## config.mk

```make
export PLATFORM = sky130hd
export DESIGN_NAME = touch_event_sequencer
export DESIGN_NICKNAME = d
export VERILOG_FILES = /design/src/rtl/touch_event_sequencer.sv
export SDC_FILE = /design/constraint.sdc
export NUM_CORES = 1
export LEC_CHECK = 0
export CORE_MARGIN = 1.5
export CORE_UTILIZATION = 45
export DETAILED_ROUTE_END_ITERATION = 8
export GPL_ROUTABILITY_DRIVEN = 0
export SYNTH_ARGS = -nofsm -noshare
export SYNTH_HDL_FRONTEND = slang
export SYNTH_SLANG_ARGS = --single-unit
```

## constraint.sdc

```tcl
create_clock -name clock -period 4.5 [get_ports clock]
set_input_delay 1.35 -clock clock [delete_from_list [all_inputs] [get_ports clock]]
set_output_delay 1.35 -clock clock [all_outputs]
set_load 0.01 [all_outputs]
```

## src/rtl/touch_event_sequencer.sv

```systemverilog
// Periodically samples the touch core's decoded outputs, queues changed samples
// as event words in a FIFO and exposes them to the CPU over Avalon-MM with a level interrupt.
module touch_event_sequencer #(
    parameter int SAMPLE_DIV = 50000,
    parameter int DEPTH      = 8
) (
    input  logic        clock,
    input  logic        resetn,
    input  logic [3:0]  touch_count,
    input  logic [9:0]  x1,
    input  logic [8:0]  y1,
    input  logic [7:0]  gest_code,
    input  logic [1:0]  address,
    input  logic        read,
    input  logic        write,
    input  logic [31:0] writedata,
    output logic [31:0] readdata,
    output logic        irq
);

    localparam int AW = $clog2(DEPTH);
    localparam int LW = AW + 1;
    localparam int CW = $clog2(SAMPLE_DIV);

    typedef enum logic [1:0] {
        S_IDLE,
        S_CAPTURE,
        S_COMPARE,
        S_PUSH
    } state_t;

    state_t         r_state;
    logic [CW-1:0]  r_cnt;
    logic [31:0]    r_snap;
    logic [31:0]    r_last;
    logic [31:0]    r_mem [DEPTH];
    logic [AW-1:0]  r_wptr;
    logic [AW-1:0]  r_rptr;
    logic [LW-1:0]  r_level;
    logic           r_overflow;
    logic           r_enable;
    logic           r_irq_en;
    logic [8:0]     r_thresh;
    logic [31:0]    r_readdata;
    logic           r_irq;

    logic [31:0]    w_word;
    logic           w_tick;
    logic           w_empty;
    logic           w_full;
    logic [8:0]     w_level9;
    logic           w_wr_ctrl;
    logic           w_wr_thresh;
    logic           w_flush;
    logic           w_clr_ovf;
    logic           w_pop;
    logic           w_push_req;
    logic           w_push;
    logic           w_drop;
    logic           w_unused_wdata;

    assign w_word      = {touch_count, gest_code, 1'b0, y1, x1};
    assign w_tick      = r_enable && (r_cnt == CW'(SAMPLE_DIV - 1));
    assign w_empty     = (r_level == '0);
    assign w_full      = (r_level == LW'(DEPTH));
    assign w_level9    = 9'(r_level);

    assign w_wr_ctrl   = write && (address == 2'd2);
    assign w_wr_thresh = write && (address == 2'd3);
    assign w_flush     = w_wr_ctrl && writedata[2];
    assign w_clr_ovf   = w_wr_ctrl && writedata[3];

    // Flush outranks both the CPU pop and the sequencer push in the same cycle.
    assign w_pop       = read && (address == 2'd0) && !w_empty && !w_flush;
    assign w_push_req  = (r_state == S_PUSH) && !w_flush;
    assign w_push      = w_push_req && !w_full;
    assign w_drop      = w_push_req && w_full;

    assign w_unused_wdata = ^writedata[31:9];

    always_ff @(posedge clock or negedge resetn) begin
        if (!resetn) begin
            r_cnt <= '0;
        end else if (!r_enable || w_tick) begin
            r_cnt <= '0;
        end else begin
            r_cnt <= r_cnt + CW'(1);
        end
    end

    always_ff @(posedge clock or negedge resetn) begin
        if (!resetn) begin
            r_state <= S_IDLE;
            r_last  <= '0;
        end else if (w_flush) begin
            r_state <= S_IDLE;
            r_last  <= '0;
        end else begin
            case (r_state)
                S_IDLE:    if (w_tick) r_state <= S_CAPTURE;
                S_CAPTURE: r_state <= S_COMPARE;
                S_COMPARE: r_state <= (r_snap != r_last) ? S_PUSH : S_IDLE;
                S_PUSH: begin
                    // A dropped event leaves r_last alone so the change is retried.
                    if (!w_full) r_last <= r_snap;
                    r_state <= S_IDLE;
                end
                default:   r_state <= S_IDLE;
            endcase
        end
    end

    always_ff @(posedge clock) begin
        if (r_state == S_CAPTURE) r_snap <= w_word;
    end

    always_ff @(posedge clock) begin
        if (w_push) r_mem[r_wptr] <= r_snap;
    end

    always_ff @(posedge clock or negedge resetn) begin
        if (!resetn) begin
            r_wptr  <= '0;
            r_rptr  <= '0;
            r_level <= '0;
        end else if (w_flush) begin
            r_wptr  <= '0;
            r_rptr  <= '0;
            r_level <= '0;
        end else begin
            if (w_push) r_wptr <= r_wptr + AW'(1);
            if (w_pop)  r_rptr <= r_rptr + AW'(1);
            case ({w_push, w_pop})
                2'b10:   r_level <= r_level + LW'(1);
                2'b01:   r_level <= r_level - LW'(1);
                default: r_level <= r_level;
            endcase
        end
    end

    always_ff @(posedge clock or negedge resetn) begin
        if (!resetn) begin
            r_overflow <= 1'b0;
            r_enable   <= 1'b0;
            r_irq_en   <= 1'b0;
            r_thresh   <= 9'd1;
        end else begin
            if (w_drop)         r_overflow <= 1'b1;
            else if (w_clr_ovf) r_overflow <= 1'b0;
            if (w_wr_ctrl) begin
                r_enable <= writedata[0];
                r_irq_en <= writedata[1];
            end
            if (w_wr_thresh) r_thresh <= writedata[8:0];
        end
    end

    always_ff @(posedge clock or negedge resetn) begin
        if (!resetn) begin
            r_readdata <= '0;
            r_irq      <= 1'b0;
        end else begin
            if (read) begin
                case (address)
                    2'd0:    r_readdata <= w_empty ? 32'd0 : r_mem[r_rptr];
                    2'd1:    r_readdata <= {18'd0, r_irq_en, r_enable, r_overflow,
                                            w_full, w_empty, w_level9};
                    2'd2:    r_readdata <= {30'd0, r_irq_en, r_enable};
                    default: r_readdata <= {23'd0, r_thresh};
                endcase
            end
            r_irq <= r_irq_en && (r_thresh != 9'd0) && (w_level9 >= r_thresh);
        end
    end

    assign readdata = r_readdata;
    assign irq      = r_irq;

endmodule

```

==> impl_results.md <==
* First-pass GRT wire length at between 50000 and 60000 µm
* Post-CTS Hold Fix Bufs at 0
* Fin crit share at 71.7%
* Register-to-register setup slack at about 1.8 ns
* Final hold slack at just under 0.5 ns
* Largest stage delay on the critical path at a little over 0.5 ns
* CTS Root Cell: clkbuf_16
* Max rail drop VDD at about 0.32 mV
* Nets at between 1000 and 1500
* Avg Inst Size Synth at 16.3 µm²
* Total negative slack at 0 ns
* Sw Ratio at 29.0%
* Comb power frac at between 20% and 30%
* Post-Layout Cell Count at between 1500 and 2000
* Grt total ovfl at 0
* CP Class: primary input to flip-flop
* Synth warnings at 0
* Cell Area, Placed at ~17000 µm²
* Final Setup Violations at 0
* Rows at 67
* Number of DRC markers in iteration 0 at 529
* Die W at between 150 and 200 µm
* Synthesized Nets at a little over 1000
* Pwr per Cell Area at between 500 and 600 nW/µm²
* Number of cells produced by synthesis at 934
* Worst hold path depth at 1
* Clock Skew at 0.0123 ns
* Antenna-violating nets left at 0
* NetSw at about 3000 µW
* F_max at 0.310 GHz
* Share of the synthesized area in the top cell type at between 50 and 60%
* Initial antenna violation count at 0
* Post-route cell area at around 18000 µm²
* Fillcell total at 2670
* Seq/Total Area, Yosys at between 70% and 80%
* Synth area leaders: edfxtp_1 55%, dfrtp_1 17%, mux4_2 8.4%
* Sequential share of power at approximately half
* CP max-delay cell: or4_1
* Vias in the first global route at ~8500
* Hold_sp: r_cnt[0]$_DFF_PN0_
* Post-CTS Setup Repair Bufs at 0
* P&R area growth vs syn at 17.7%
* Most common cell in the netlist: edfxtp_1
* Commonest cells post-synth: 279 x edfxtp_1, 102 x dfrtp_1, 83 x nand2_1
* Largest net degree at the start of global routing at between 60 and 70
* CTS tree: built
* TritonCTS Buffers at 40
* Max FO, Critical Path at 5
* Share of cells above drive strength 1 at between 15 and 20%
* Core ar. at around 33000 µm²
* Wirelength per Cell at between 20 and 25 µm
* RSZ-0062 raised after global routing: no
* Critical path endpoint category: flip-flop
* Diode count at 0
* PortBufs at 77
* GR Util All Layers at about a fifth
* PostCTS Resize Cnt at 0
* Cell variety after synth at 50
* Htree depth at 2
* Slew @ Worst Pin at roughly 1 ns
* Crit path time final at between 3 and 4 ns
* Initial core utilization at a little under half
* Reg2reg start: r_level[1]$_DFFE_PN0P_
* Max-cap viol count at 0
* Hold crit path type: flip-flop to flip-flop
* Ys flop type: edfxtp_1
* Cell mode on critical path: nand2_1
* Die area at approximately 35000 µm²
* Final Hold Vio Count at 0
* Cells after DPL at approximately 1400
* Fin. max-slew vios at 0
* Post-DR vias/cell at between 5 and 6
* Leak at 0.00626 µW
* Worst Reg-to-Reg Cells at 6
* Clock buffer depth at 3
* CP required at just under 5 ns
* Worst skew pair latency at ~0.53 ns
* Worst R2R End: r_mem[0][22]$_DFFE_PP_
* P_int at 7400 µW
* Status: finished, final reports clean
* EDFF count, synth at 279
* CP Launch Type: primary input
* Aggregate routed wire length at ~32000 µm
* Synthesized flop and latch total at ~380
* Dpl hpwl at about 19000 µm
* Vias at between 8000 and 9000
* CP Cell Sequence: clkdlybuf4s50_1, nand2b_1, nor3_1, buf_4, nand2_1, xnor2_1, ha_1, or4_1, a221o_1, nand2_1
* Post-synth top area cell: edfxtp_1
* CTS sink cnt at around 380
* Data arrival, critical path at 3.70 ns
* DIE HEIGHT at between 150 and 200 µm
* Clk network pwr share at a little under a third
* Post-synth ARST share at a little over a quarter
* Rel. slew slack at between 30% and 40%
* Clk pin slew, worst setup/hold paths at around 0.060 ns
* Cell Area, Synth at 15300 µm²
* First-pass DRT Iterations at 5
* IO Pins at 102
* Hold EP: r_cnt[0]$_DFF_PN0_
* Remaining DRCs at 0
==> flip-flops by register name (all words and copies together), names as in the netlist <==
register	cells
r_rptr	3
r_wptr	3
r_mem	248
irq	1
r_thresh	9
r_overflow	1
r_state	2
r_level	4
r_irq_en	1
r_enable	1
readdata	31
r_cnt	16
r_snap	31
r_last	31
==> routing by layer <==
metal	global-route usage [%]	wire (µm)	vias to the layer above	part of all wire, %
li1	-	-	3726	-
met1	27.5	15100	4193	47
met2	30.2	15100	190	47
met3	3.17	1540	45	4.8
met4	4.99	527	0	1.6
met5	0	0	-	0
==> power groups by stage <==
| stage | combinational, µW | clock (µW) | sequential [µW] |
|---|---|---|---|
| finish | 2130 | 3210 | 5070 |
| global route | 2350 | 3420 | 5170 |
| CTS | 2170 | 3290 | 5090 |
| detailed placement | 2160 | 0 | 5160 |
| global placement | 2140 | 0 | 5140 |
| floorplan | 1680 | 0 | 4790 |
==> cells by family after synthesis <==
| kind of cell | share of synthesized area, % |
|---|---|
| fa+ha+maj | 0.656 |
| buf+inv | 2.21 |
| flops | 71.8 |
| xor+xnor | 2.87 |
| simple gates | 6.37 |
| compound gates | 3.71 |
| other cells | 0.0246 |
| mux | 12.4 |
==> how the worst max path moves through the flow <==
stage                                   endpoint       start  cells after the start  slack, ns
after global routing      r_level[2]$_DFFE_PN0P_  address[0]                     10       1.15
after floorplan            r_mem[1][0]$_DFFE_PP_  address[1]                      4       0.02
after CTS                 r_level[2]$_DFFE_PN0P_  address[0]                     10       1.30
after detailed placement  r_level[2]$_DFFE_PN0P_  address[1]                     10       0.73
final                     r_level[2]$_DFFE_PN0P_  address[0]                     10       1.28
after global placement    r_level[2]$_DFFE_PN0P_  address[0]                     10       0.73
==> final cells by class <==
class                   count  area, µm²  share of cell area (%)
flip-flops and latches    382      11000                    61.0
multi-input cells         477       4040                    22.5
clock buffers              57       1140                    6.32
repair buffers            109       1020                    5.65
well taps                 448        561                    3.12
clock inverters            17        151                   0.843
inverters                  26       97.6                   0.543
==> layout by cell type (no fill, tap or decap), types with 5 or more instances in the layout <==
| cell | n |
|---|---|
| inv_1 | 26 |
| mux4_2 | 57 |
| clkinv_2 | 9 |
| xnor2_1 | 9 |
| nor2_4 | 6 |
| mux2_2 | 14 |
| nand2_1 | 83 |
| a21oi_1 | 55 |
| clkbuf_8 | 5 |
| clkbuf_1 | 11 |
| xor2_1 | 41 |
| o22ai_1 | 19 |
| buf_4 | 32 |
| nand3_1 | 12 |
| ha_1 | 8 |
| nor3_1 | 7 |
| mux2i_1 | 45 |
| edfxtp_1 | 279 |
| dfrtp_1 | 99 |
| clkdlybuf4s50_1 | 75 |
| nor4_1 | 10 |
| nor2_1 | 45 |
| nand4_1 | 6 |
| nand2b_1 | 7 |
| clkbuf_16 | 41 |
==> critical path: cells and delay by family <==
kind / cells / cell delay, ns
AO/OA/AOI/OAI: 1 / 0.32
XOR/XNOR: 1 / 0.12
buffers and inverters: 2 / 0.62
adder cells (fa/ha/maj): 1 / 0.24
AND/OR/NAND/NOR: 5 / 1.04
==> metrics by stage <==
step | util (%) | worst slack [ns] | power, µW
5_1_grt | 53.7 | 1.15 | 10900
3_3_place_gp | 49.9 | 0.731 | 7280
2_1_floorplan | - | 0.0231 | 6470
4_1_cts | 53.7 | 1.30 | 10600
3_5_place_dp | 49.9 | 0.735 | 7320
6_report | 53.7 | 1.28 | 10400
Note: power is estimated with default switching activity, not from simulation.
